## src/rtl/viterbi_frame_sched.sv

```systemverilog
`default_nettype none
// ============================================================================
// Module   : viterbi_frame_sched
// Desc     : Frame-level sequencer for a Viterbi decoder core. Buffers one
//            frame of coded symbol pairs from an upstream valid/ready stream.
//            Replays the frame to the decoder as one gap-free burst, then
//            waits for the decoder result. The decoded word is returned on a
//            downstream valid/ready port. The decoder is held in reset
//            between frames, and a hung decoder is abandoned after a bounded
//            wait.
// Ports    : clk, reset           - clock, synchronous active-high reset
//            s_valid/s_ready/s_data
//                                 - upstream coded symbol stream (2 bits)
//            dec_reset/dec_valid_input/dec_data_in
//                                 - decoder control and data
//            dec_valid_output/dec_data_out
//                                 - decoder result
//            m_valid/m_ready/m_data
//                                 - downstream decoded frame
//            busy                 - high whenever not accepting symbols
//            timeout_err          - one-cycle pulse when a decode is abandoned
//            frame_cnt            - delivered frame count, wraps at 2^16
// Revision : 1.0 - initial release
// ============================================================================
module viterbi_frame_sched #(
    parameter int FRAME_SYMS = 64,
    parameter int OUT_BITS   = 62,
    parameter int TIMEOUT    = 1023,
    parameter int RST_CYCLES = 2
) (
    input  logic                clk,
    input  logic                reset,
    input  logic                s_valid,
    output logic                s_ready,
    input  logic [1:0]          s_data,
    output logic                dec_reset,
    output logic                dec_valid_input,
    output logic [1:0]          dec_data_in,
    input  logic                dec_valid_output,
    input  logic [OUT_BITS-1:0] dec_data_out,
    output logic                m_valid,
    input  logic                m_ready,
    output logic [OUT_BITS-1:0] m_data,
    output logic                busy,
    output logic                timeout_err,
    output logic [15:0]         frame_cnt
);

    localparam int C_PTR_W  = $clog2(FRAME_SYMS);
    localparam int C_WCNT_W = $clog2(TIMEOUT + 1);
    localparam int C_RCNT_W = (RST_CYCLES > 1) ? $clog2(RST_CYCLES) : 1;

    localparam logic [C_PTR_W-1:0]  C_LAST_PTR  = C_PTR_W'(FRAME_SYMS - 1);
    localparam logic [C_WCNT_W-1:0] C_WAIT_MAX  = C_WCNT_W'(TIMEOUT);
    localparam logic [C_RCNT_W-1:0] C_RST_LAST  = C_RCNT_W'(RST_CYCLES - 1);

    typedef enum logic [2:0] {
        S_DRST = 3'd0,
        S_FILL = 3'd1,
        S_FEED = 3'd2,
        S_WAIT = 3'd3,
        S_OUT  = 3'd4
    } state_t;

    // ------------------------------------------------------------------
    // State and registered outputs
    // ------------------------------------------------------------------
    state_t                r_state_q,     w_state_d;
    logic [C_RCNT_W-1:0]   r_rst_cnt_q,   w_rst_cnt_d;
    logic [C_PTR_W-1:0]    r_wptr_q,      w_wptr_d;
    logic [C_PTR_W-1:0]    r_rptr_q,      w_rptr_d;
    logic [C_WCNT_W-1:0]   r_wait_cnt_q,  w_wait_cnt_d;
    logic                  r_s_ready_q,   w_s_ready_d;
    logic                  r_dec_reset_q, w_dec_reset_d;
    logic                  r_dec_valid_q, w_dec_valid_d;
    logic [1:0]            r_dec_data_q,  w_dec_data_d;
    logic                  r_m_valid_q,   w_m_valid_d;
    logic [OUT_BITS-1:0]   r_m_data_q,    w_m_data_d;
    logic                  r_busy_q,      w_busy_d;
    logic                  r_timeout_q,   w_timeout_d;
    logic [15:0]           r_frame_cnt_q, w_frame_cnt_d;

    logic [1:0]            r_buf_q [FRAME_SYMS];
    logic                  w_wr_en;
    logic                  w_xfer;
    logic [C_WCNT_W-1:0]   w_wait_inc;

    // s_ready is only ever high in FILL, so this alone qualifies a write.
    assign w_xfer = s_valid & r_s_ready_q;

    always_comb begin
        w_state_d     = r_state_q;
        w_rst_cnt_d   = r_rst_cnt_q;
        w_wptr_d      = r_wptr_q;
        w_rptr_d      = r_rptr_q;
        w_wait_cnt_d  = r_wait_cnt_q;
        w_s_ready_d   = r_s_ready_q;
        w_dec_reset_d = r_dec_reset_q;
        w_dec_valid_d = r_dec_valid_q;
        w_dec_data_d  = r_dec_data_q;
        w_m_valid_d   = r_m_valid_q;
        w_m_data_d    = r_m_data_q;
        w_busy_d      = r_busy_q;
        w_timeout_d   = 1'b0;
        w_frame_cnt_d = r_frame_cnt_q;
        w_wr_en       = 1'b0;
        // Saturating so a very long wait can never alias back to zero.
        w_wait_inc    = (r_wait_cnt_q == C_WAIT_MAX) ? r_wait_cnt_q
                                                     : r_wait_cnt_q + C_WCNT_W'(1);

        case (r_state_q)
            S_DRST: begin
                if (r_rst_cnt_q == C_RST_LAST) begin
                    w_state_d     = S_FILL;
                    w_dec_reset_d = 1'b0;
                    w_s_ready_d   = 1'b1;
                    w_busy_d      = 1'b0;
                    w_wptr_d      = '0;
                end else begin
                    w_rst_cnt_d = r_rst_cnt_q + C_RCNT_W'(1);
                end
            end

            S_FILL: begin
                if (w_xfer) begin
                    w_wr_en  = 1'b1;
                    w_wptr_d = r_wptr_q + C_PTR_W'(1);
                    if (r_wptr_q == C_LAST_PTR) begin
                        // Start the burst straight away: entry 0 has been
                        // stored long before the final symbol arrives.
                        w_state_d     = S_FEED;
                        w_s_ready_d   = 1'b0;
                        w_busy_d      = 1'b1;
                        w_dec_valid_d = 1'b1;
                        w_dec_data_d  = r_buf_q[0];
                        w_rptr_d      = C_PTR_W'(1);
                    end
                end
            end

            S_FEED: begin
                // rptr is the next entry to present; it wraps to zero once
                // the final entry is on the bus (frame size is a power of 2).
                if (r_rptr_q == '0) begin
                    w_state_d     = S_WAIT;
                    w_dec_valid_d = 1'b0;
                    w_dec_data_d  = 2'b00;
                    w_wait_cnt_d  = '0;
                end else begin
                    w_dec_data_d = r_buf_q[r_rptr_q];
                    w_rptr_d     = r_rptr_q + C_PTR_W'(1);
                end
            end

            S_WAIT: begin
                // A result on the final allowed cycle still wins over abort.
                if (dec_valid_output) begin
                    w_state_d   = S_OUT;
                    w_m_valid_d = 1'b1;
                    w_m_data_d  = dec_data_out;
                end else if (w_wait_inc == C_WAIT_MAX) begin
                    w_state_d     = S_DRST;
                    w_timeout_d   = 1'b1;
                    w_dec_reset_d = 1'b1;
                    w_rst_cnt_d   = '0;
                end else begin
                    w_wait_cnt_d = w_wait_inc;
                end
            end

            S_OUT: begin
                if (m_ready) begin
                    w_state_d     = S_DRST;
                    w_m_valid_d   = 1'b0;
                    w_frame_cnt_d = r_frame_cnt_q + 16'd1;
                    w_dec_reset_d = 1'b1;
                    w_rst_cnt_d   = '0;
                end
            end

            default: begin
                w_state_d     = S_DRST;
                w_rst_cnt_d   = '0;
                w_dec_reset_d = 1'b1;
                w_s_ready_d   = 1'b0;
                w_busy_d      = 1'b1;
                w_dec_valid_d = 1'b0;
                w_dec_data_d  = 2'b00;
                w_m_valid_d   = 1'b0;
            end
        endcase
    end

    always_ff @(posedge clk) begin
        if (reset) begin
            r_state_q     <= S_DRST;
            r_rst_cnt_q   <= '0;
            r_wptr_q      <= '0;
            r_rptr_q      <= '0;
            r_wait_cnt_q  <= '0;
            r_s_ready_q   <= 1'b0;
            r_dec_reset_q <= 1'b1;
            r_dec_valid_q <= 1'b0;
            r_dec_data_q  <= 2'b00;
            r_m_valid_q   <= 1'b0;
            r_m_data_q    <= '0;
            r_busy_q      <= 1'b1;
            r_timeout_q   <= 1'b0;
            r_frame_cnt_q <= 16'd0;
        end else begin
            r_state_q     <= w_state_d;
            r_rst_cnt_q   <= w_rst_cnt_d;
            r_wptr_q      <= w_wptr_d;
            r_rptr_q      <= w_rptr_d;
            r_wait_cnt_q  <= w_wait_cnt_d;
            r_s_ready_q   <= w_s_ready_d;
            r_dec_reset_q <= w_dec_reset_d;
            r_dec_valid_q <= w_dec_valid_d;
            r_dec_data_q  <= w_dec_data_d;
            r_m_valid_q   <= w_m_valid_d;
            r_m_data_q    <= w_m_data_d;
            r_busy_q      <= w_busy_d;
            r_timeout_q   <= w_timeout_d;
            r_frame_cnt_q <= w_frame_cnt_d;
        end
    end

    // Frame storage carries no reset; stale contents are always overwritten
    // by a complete fill before they are replayed.
    always_ff @(posedge clk) begin
        if (w_wr_en) begin
            r_buf_q[r_wptr_q] <= s_data;
        end
    end

    assign s_ready         = r_s_ready_q;
    assign dec_reset       = r_dec_reset_q;
    assign dec_valid_input = r_dec_valid_q;
    assign dec_data_in     = r_dec_data_q;
    assign m_valid         = r_m_valid_q;
    assign m_data          = r_m_data_q;
    assign busy            = r_busy_q;
    assign timeout_err     = r_timeout_q;
    assign frame_cnt       = r_frame_cnt_q;

endmodule
`default_nettype wire

```

## config.mk

```make
export PLATFORM = sky130hd
export DESIGN_NAME = viterbi_frame_sched
export DESIGN_NICKNAME = d
export VERILOG_FILES = /design/src/rtl/viterbi_frame_sched.sv
export SDC_FILE = /design/constraint.sdc
export NUM_CORES = 1
export LEC_CHECK = 0
export CAP_MARGIN = 20
export CORE_MARGIN = 2
export CORE_UTILIZATION = 50
export CTS_CLUSTER_SIZE = 30
export DETAILED_ROUTE_END_ITERATION = 16
export GPL_ROUTABILITY_DRIVEN = 0
export PLACE_DENSITY = 0.85
export SYNTH_ARGS = -nofsm -noshare
export SYNTH_HDL_FRONTEND = slang
export SYNTH_SLANG_ARGS = --single-unit
```

## constraint.sdc

```tcl
create_clock -name clk -period 2.45 [get_ports clk]
set_input_delay 0.3675 -clock clk [delete_from_list [all_inputs] [get_ports clk]]
set_output_delay 0.3675 -clock clk [all_outputs]
set_load 0.1 [all_outputs]
```

Word level (Yosys, flattened, before mapping)
Memories as Yosys holds them, arrays and structs flattened. A register that Yosys moved wholly into a read port is not among the register bits.
Cells that the tools add are included.
{"block": "word_totals", "reg_bits": 112, "inputBits": 69, "mem_bits_ro": 0, "word_cells": 118, "memories": 1, "out_inout_bits": 86, "ram_bits": 128, "latch_bits": 0}
{"name": "r_buf_q", "words": 64, "word_bits": 2, "read_ports": 2, "rd_clocked_by_memory_dff": 1, "wr": 1, "line": "83", "rtl": "logic [1:0] r_buf_q [FRAME_SYMS];"}
{"block": "op_classes", "magnitude_cmp": 0, "n_mux": 52, "n_eq_ne": 18, "add_sub_neg": 5, "bitwise": 6, "div": 0, "shift": 0, "reduce_logical": 22, "multipliers": 0}
{"op": "6-bit two-way mux", "n": 7}
{"op": "10-bit two-way mux", "n": 4}
{"op": "6-bit case mux with 2 select lines", "n": 2}
{"op": "3-bit two-way mux", "n": 7}
{"op": "10-bit equality test, second input constant", "n": 2}
{"op": "1-bit two-way mux", "n": 20}
{"op": "2-bit inequality test, second input constant", "n": 10}
{"op": "10-bit case mux with 2 select lines", "n": 1}
{"op": "4-bit AND reduction", "n": 5}
{"op": "16-bit by 1-bit adder with 16-bit output, second input constant", "n": 1}
{"op": "3-bit case mux with 5 select lines", "n": 1}
{"op": "6-bit by 1-bit adder with 6-bit output, second input constant", "n": 2}
{"op": "1-bit case mux with 3 select lines", "n": 4}
{"op": "3-bit OR reduction", "n": 4}
{"op": "10-bit by 1-bit adder with 10-bit output, second input constant", "n": 1}
{"op": "3-bit AND reduction", "n": 3}
{"op": "1-bit case mux with 4 select lines", "n": 2}
{"op": "3-bit by 2-bit equality test with 1-bit output, second input constant", "n": 2}
{"op": "6-bit equality test, second input constant", "n": 1}
{"op": "6-bit zero test", "n": 1}
{"op": "2-bit two-way mux", "n": 3}
{"op": "2-bit case mux with 3 select lines", "n": 1}
{"op": "6-bit AND reduction", "n": 1}
{"op": "2-bit nonzero test", "n": 3}
{"op": "10 further kinds", "n": 15}

Longest topological paths before layout
Gate-level depths: netlist (run 1).
{"block": "logic_depth", "depth_word": 6, "mapped_depth": 8, "depth_no_buf": 8}

Least setup slack after synthesis (run 1)
Ideal clock, no wire load.
{"block": "synth_path", "path_kind": "reg2reg", "from": "register r_s_ready_q, in the netlist s_ready", "to": "memory r_buf_q[54][0], enable pin", "path_buffers": 0, "arrival_time_ps": 2213, "period_less_slack_ps": 2524, "path_stages_with_launch": 5, "setup_slack_ps": -74, "required_time_ps": 2140, "setup_time_ps": 310, "path_cell_list": "dfxtp_1 nand3_1 nor4_1 nand3_1 nor2_1"}
{"block": "synth_via", "elab_chain_cells": 5}
{"item": "start, declared", "line": "73", "rtl": "logic r_s_ready_q, w_s_ready_d;"}
{"item": "start signal, assigned", "line": "216", "rtl": "r_s_ready_q <= w_s_ready_d;"}
{"item": "1-bit bitwise AND", "line": "89", "rtl": "assign w_xfer = s_valid & r_s_ready_q;"}
{"item": "1-bit two-way mux", "line": "125", "rtl": "if (w_xfer) begin"}
{"item": "1-bit two-way mux", "line": "111", "rtl": "case (r_state_q)"}
{"item": "1-bit two-way mux", "line": "231", "rtl": "if (w_wr_en) begin"}
{"item": "1-bit two-way mux (implied by the code)", "line": "232", "rtl": "r_buf_q[r_wptr_q] <= s_data;"}
{"item": "end, declared", "line": "83"}
Every way passes these cells.

Worst setup path in the final report (run 1)
{"block": "layout_path", "from": "register r_wait_cnt_q[1]", "to": "register r_wait_cnt_q[0]"}
{"block": "layout_via", "elab_chain_cells": 5, "word_cells_on_any_way": 9, "classes_between": "add/sub (1); eq/ne (3); mux (4); reduce/logical (1)"}
{"item": "start, declared", "line": "72", "rtl": "logic [C_WCNT_W-1:0] r_wait_cnt_q, w_wait_cnt_d;"}
{"item": "start signal, assigned", "line": "215", "rtl": "r_wait_cnt_q <= w_wait_cnt_d;"}
{"item": "10-bit by 1-bit adder with 10-bit output / 10-bit equality test (equally long branches)", "line": "109, 108"}
{"item": "10-bit two-way mux (*)", "line": "108", "rtl": "w_wait_inc = (r_wait_cnt_q == C_WAIT_MAX) ? r_wait_cnt_q"}
{"item": "10-bit equality test / 10-bit two-way mux (equally long branches)", "line": "161", "rtl": "end else if (w_wait_inc == C_WAIT_MAX) begin"}
{"item": "2-bit inequality test (no line) / 10-bit two-way mux (equally long branches)"}
{"item": "4-bit AND reduction (no line) / 10-bit case mux with 2 select lines (equally long branches)"}
Mark *: on every way between the ends. The rest lies on a longest branch, timed or not. The select of a mux whose other input is x is not followed.
A chain may end at the register's enable or synchronous reset.

==> results of run 1 <==
==> logic make-up (layout without fill, tap and decap cells) <==
kind of cell	after synthesis	after routing	share of synthesized area, %
AO/OA/AOI/OAI	145	145	8.628
XOR/XNOR	20	20	1.721
adder cells (fa/ha/maj)	5	5	0.6146
buffers and inverters	66	244	2.913
flip-flops	246	246	60.96
multiplexers	47	47	9.464
other	0	1	0
AND/OR/NAND/NOR	352	352	15.70
==> flip-flops by register name (all words and copies together), names as in the netlist, named ones only <==
register         cells
r_rst_cnt_q          1
r_rptr_q             6
timeout_err          1
m_data              62
frame_cnt           16
r_state_q            3
busy                 1
s_ready              1
r_buf_q            128
r_wait_cnt_q        10
dec_reset            1
dec_data_in          2
dec_valid_input      1
r_wptr_q             6
m_valid              1
==> power groups by stage <==
| stage | Clock, W | Combinational (W) | Sequential (W) |
|---|---|---|---|
| finish | 0.00388 | 0.000294 | 0.00435 |
| global route | 0.00408 | 0.000313 | 0.00435 |
| global placement | 0 | 0.000287 | 0.00444 |
| floorplan | 0 | 0.0000775 | 0.00447 |
| detailed placement | 0 | 0.000289 | 0.00444 |
| CTS | 0.00392 | 0.000292 | 0.00435 |
==> metrics by stage <==
stage | instance area [um2] | power [W] | hold slack, ns | cells
floorplan | 10180 | 0.004549 | 0.4639 | 881
global placement | 11850 | 0.004725 | 0.4357 | 1281
detailed placement | 11850 | 0.004727 | 0.4365 | 1281
CTS | 12700 | 0.008559 | 0.2528 | 1329
global route | 12710 | 0.008738 | 0.2857 | 1329
finish | 12710 | 0.008526 | 0.2686 | 1330
==> worst max-delay path, stage by stage (launching register included) <==
cell                        delay [ns]
sky130_fd_sc_hd__dfxtp_1          0.42
sky130_fd_sc_hd__ha_1             0.29
sky130_fd_sc_hd__nand4_2          0.20
sky130_fd_sc_hd__o211a_1          0.26
sky130_fd_sc_hd__nor4_1           0.28
sky130_fd_sc_hd__nand4bb_1        0.14
sky130_fd_sc_hd__buf_4            0.20
sky130_fd_sc_hd__nor4b_4          0.15
sky130_fd_sc_hd__a22o_1           0.24
==> cell usage after synthesis (all sizes together) (5+ instances only) <==
library cell	n	area share, %
o211ai	9	0.71
edfxtp	128	38
ha	5	0.61
and3	9	0.55
o21ai	15	0.74
buf	21	1.3
nor3	10	0.60
mux4	36	8.3
nand2	159	5.9
clkbuf	31	1.1
nor2	109	4.0
mux2i	7	0.69
inv	13	0.48
o31ai	7	0.52
nand3	15	0.74
dfxtp	118	23
nor4	6	0.52
nor2b	5	0.31
or3	6	0.37
a211oi	10	0.74
xor2	17	1.5
a21oi	81	4.1
or2	5	0.31
nand4	10	0.82
==> final cells by class <==
| cell class | instances | area share, % |
|---|---|---|
| multi-input combinational | 569 | 29.05 |
| antenna | 1 | 0.01968 |
| sequential | 246 | 48.82 |
| clock buffer | 35 | 5.944 |
| inverter | 14 | 0.4133 |
| clock inverter | 13 | 0.8070 |
| tap | 270 | 2.657 |
| timing repair buffer | 182 | 12.28 |
==> worst min path at each step <==
stage / from / end / cells past startpoint
6_report: reset / frame_cnt[2] / 2
3_3_place_gp: m_valid / m_valid / 2
4_1_cts: reset / frame_cnt[11] / 2
2_1_floorplan: r_wait_cnt_q[8] / r_wait_cnt_q[8] / 2
5_1_grt: reset / frame_cnt[2] / 2
3_5_place_dp: m_valid / m_valid / 2
==> layer usage <==
layer | vias to the layer above | share of wire (%)
met5 | - | 0
li1 | 3495 | -
met4 | 0 | 3.2
met3 | 66 | 6.9
met2 | 308 | 50
met1 | 3617 | 40
==> repair_timing <==
item,4_1_cts,5_1_grt
endpoints found under the setup margin,0,1
hold buffers,0,0
gates resized for setup,0,1
==> reports/qor.txt, run 1 <==
result of the run = finished, final reports clean
root buf cell = sky130_fd_sc_hd__clkbuf_16
global-route usage over all layers = 22.07%
initial cell density of the core = 50.63%
total internal power = 0.006744 W
#FFs+latches synth = 246
area of all sequential standard cells = 6207 um2
number of cells traversed by the worst register-to-register path = 8
routed wire length per instance = 18.27 um
start-to-end type of the worst setup path = reg2reg
async set-reset flop share out of synthesis = 0%
Most used DFF post-synth = sky130_fd_sc_hd__edfxtp_1
Arr. time, crit path = 2.68 ns
count of flip-flops with a built-in enable after synthesis = 128
time the worst path needs with I/O delays and setup = 2.267 ns
area of the multi-input gates = 3694 um2
area added between synthesis and finish = 24.89%
register clock-pin slew on the reported worst setup and hold paths = 0.06 ns
GR Util met1 = 28.80%
Core Rows = 52
Total Die Area = 21520 um2
CP Capture Type = flip-flop
mean instance size in the synthesized netlist = 11.55 um2
most common cell after layout, fill and taps aside = sky130_fd_sc_hd__nand2_1
launch point of the critical path = r_wait_cnt_q[1]
maximum net fanout on the critical path = 9
wire length of the first global-routing pass = 38.38 mm
Post-Route Utilization = 63.24%
Worst Slack Setup Final = 0.1829 ns
io pins = 155
worst setup path endpoint = r_wait_cnt_q[0]
switch share = 20.90%
Std-Cell Core Area = 20100 um2
largest clock skew in the final design = 0.007151 ns
Max Slew Vio Count = 0
DPL Wire Length = 15.82 mm
endpoint of the worst register-to-register path = r_wait_cnt_q[0]
vias in the first global route = 7338
DRT Pass-1 Iters = 5
total routed wirelength = 24.29 mm
Leakage Power = 4.386 nW
Congestion Overflow GR = 0
insertion delay to the later sink of the worst-skew pair = 0.52 ns
die extent in x = 146.7 um
violation count after the first detailed-route iteration = 705
total CTS buffers = 26
share of power burned in the clock network = 45.5%
Post-Syn Nets = 955
number of antenna violations at the first check in global routing = 1
Slew headroom = 55.30%
DR vias = 7486
Fin Setup TNS = 0 ns
M2 GR Usage = 37.04%
worst IR drop on VDD = 0.5575 mV
buffer depth of the longest clock path = 3
share of the cycle needed by the critical path after routing = 92.53%
Comb power frac = 3.4%
met3 usage in global routing = 4.219%
net switching power = 0.001782 W
worst slack after detailed placement = 0.05877 ns
register area share after synthesis = 60.96%
count of port buffers added during placement = 154
share of layout cells above drive strength 1 = 19.83%
proportion of power drawn by flip-flops and latches = 51.0%
most utilized layer in the global route result = met2
leading cell types in the layout, fill and taps excluded = sky130_fd_sc_hd__nand2_1, sky130_fd_sc_hd__edfxtp_1, sky130_fd_sc_hd__dfxtp_1, sky130_fd_sc_hd__buf_4, sky130_fd_sc_hd__nor2_1
number of clock sinks = 246
actual transition at the worst max-transition pin = 0.6706 ns
remaining number of nets flagged by the antenna check after routing = 0
count of buffers added by post-CTS timing repair for setup = 0
vertical die dimension = 146.7 um
element type at the critical path start = flip-flop
start of the worst register-to-register path = r_wait_cnt_q[1]
TritonCTS clock tree = yes
data required time of the worst path = 2.86 ns
setup violators final = 0
setup repair after global routing missed its margin = false
power per unit of standard cell area = 670.6 nW/um2
Post-Syn Instances = 881
CTS H-tree depth = 1
Hold Path Class = in2reg
number of fillers in the final layout = 1465
Netlist cell types = 64
via/cell ratio = 5.629
highest clock frequency the design can meet = 441.1 MHz
maximum number of pins on one net before global-route repair = 66
Synthesis Warnings = 0
Synth Cell Area = 10180 um2
total of max-cap violations = 0
remaining design rule violation count = 0
register-to-register setup slack = 0.18 ns
hold violation count in the final report = 0
number of nets in the finished design = 1113
(Power assumes the default switching activity.)
==> run 2, diff against run 1 <==
- GPL_TIMING_DRIVEN: unset -> 1
==> results of run 2 <==
The final DEF is identical to that of run 1; final timing and power are the same.
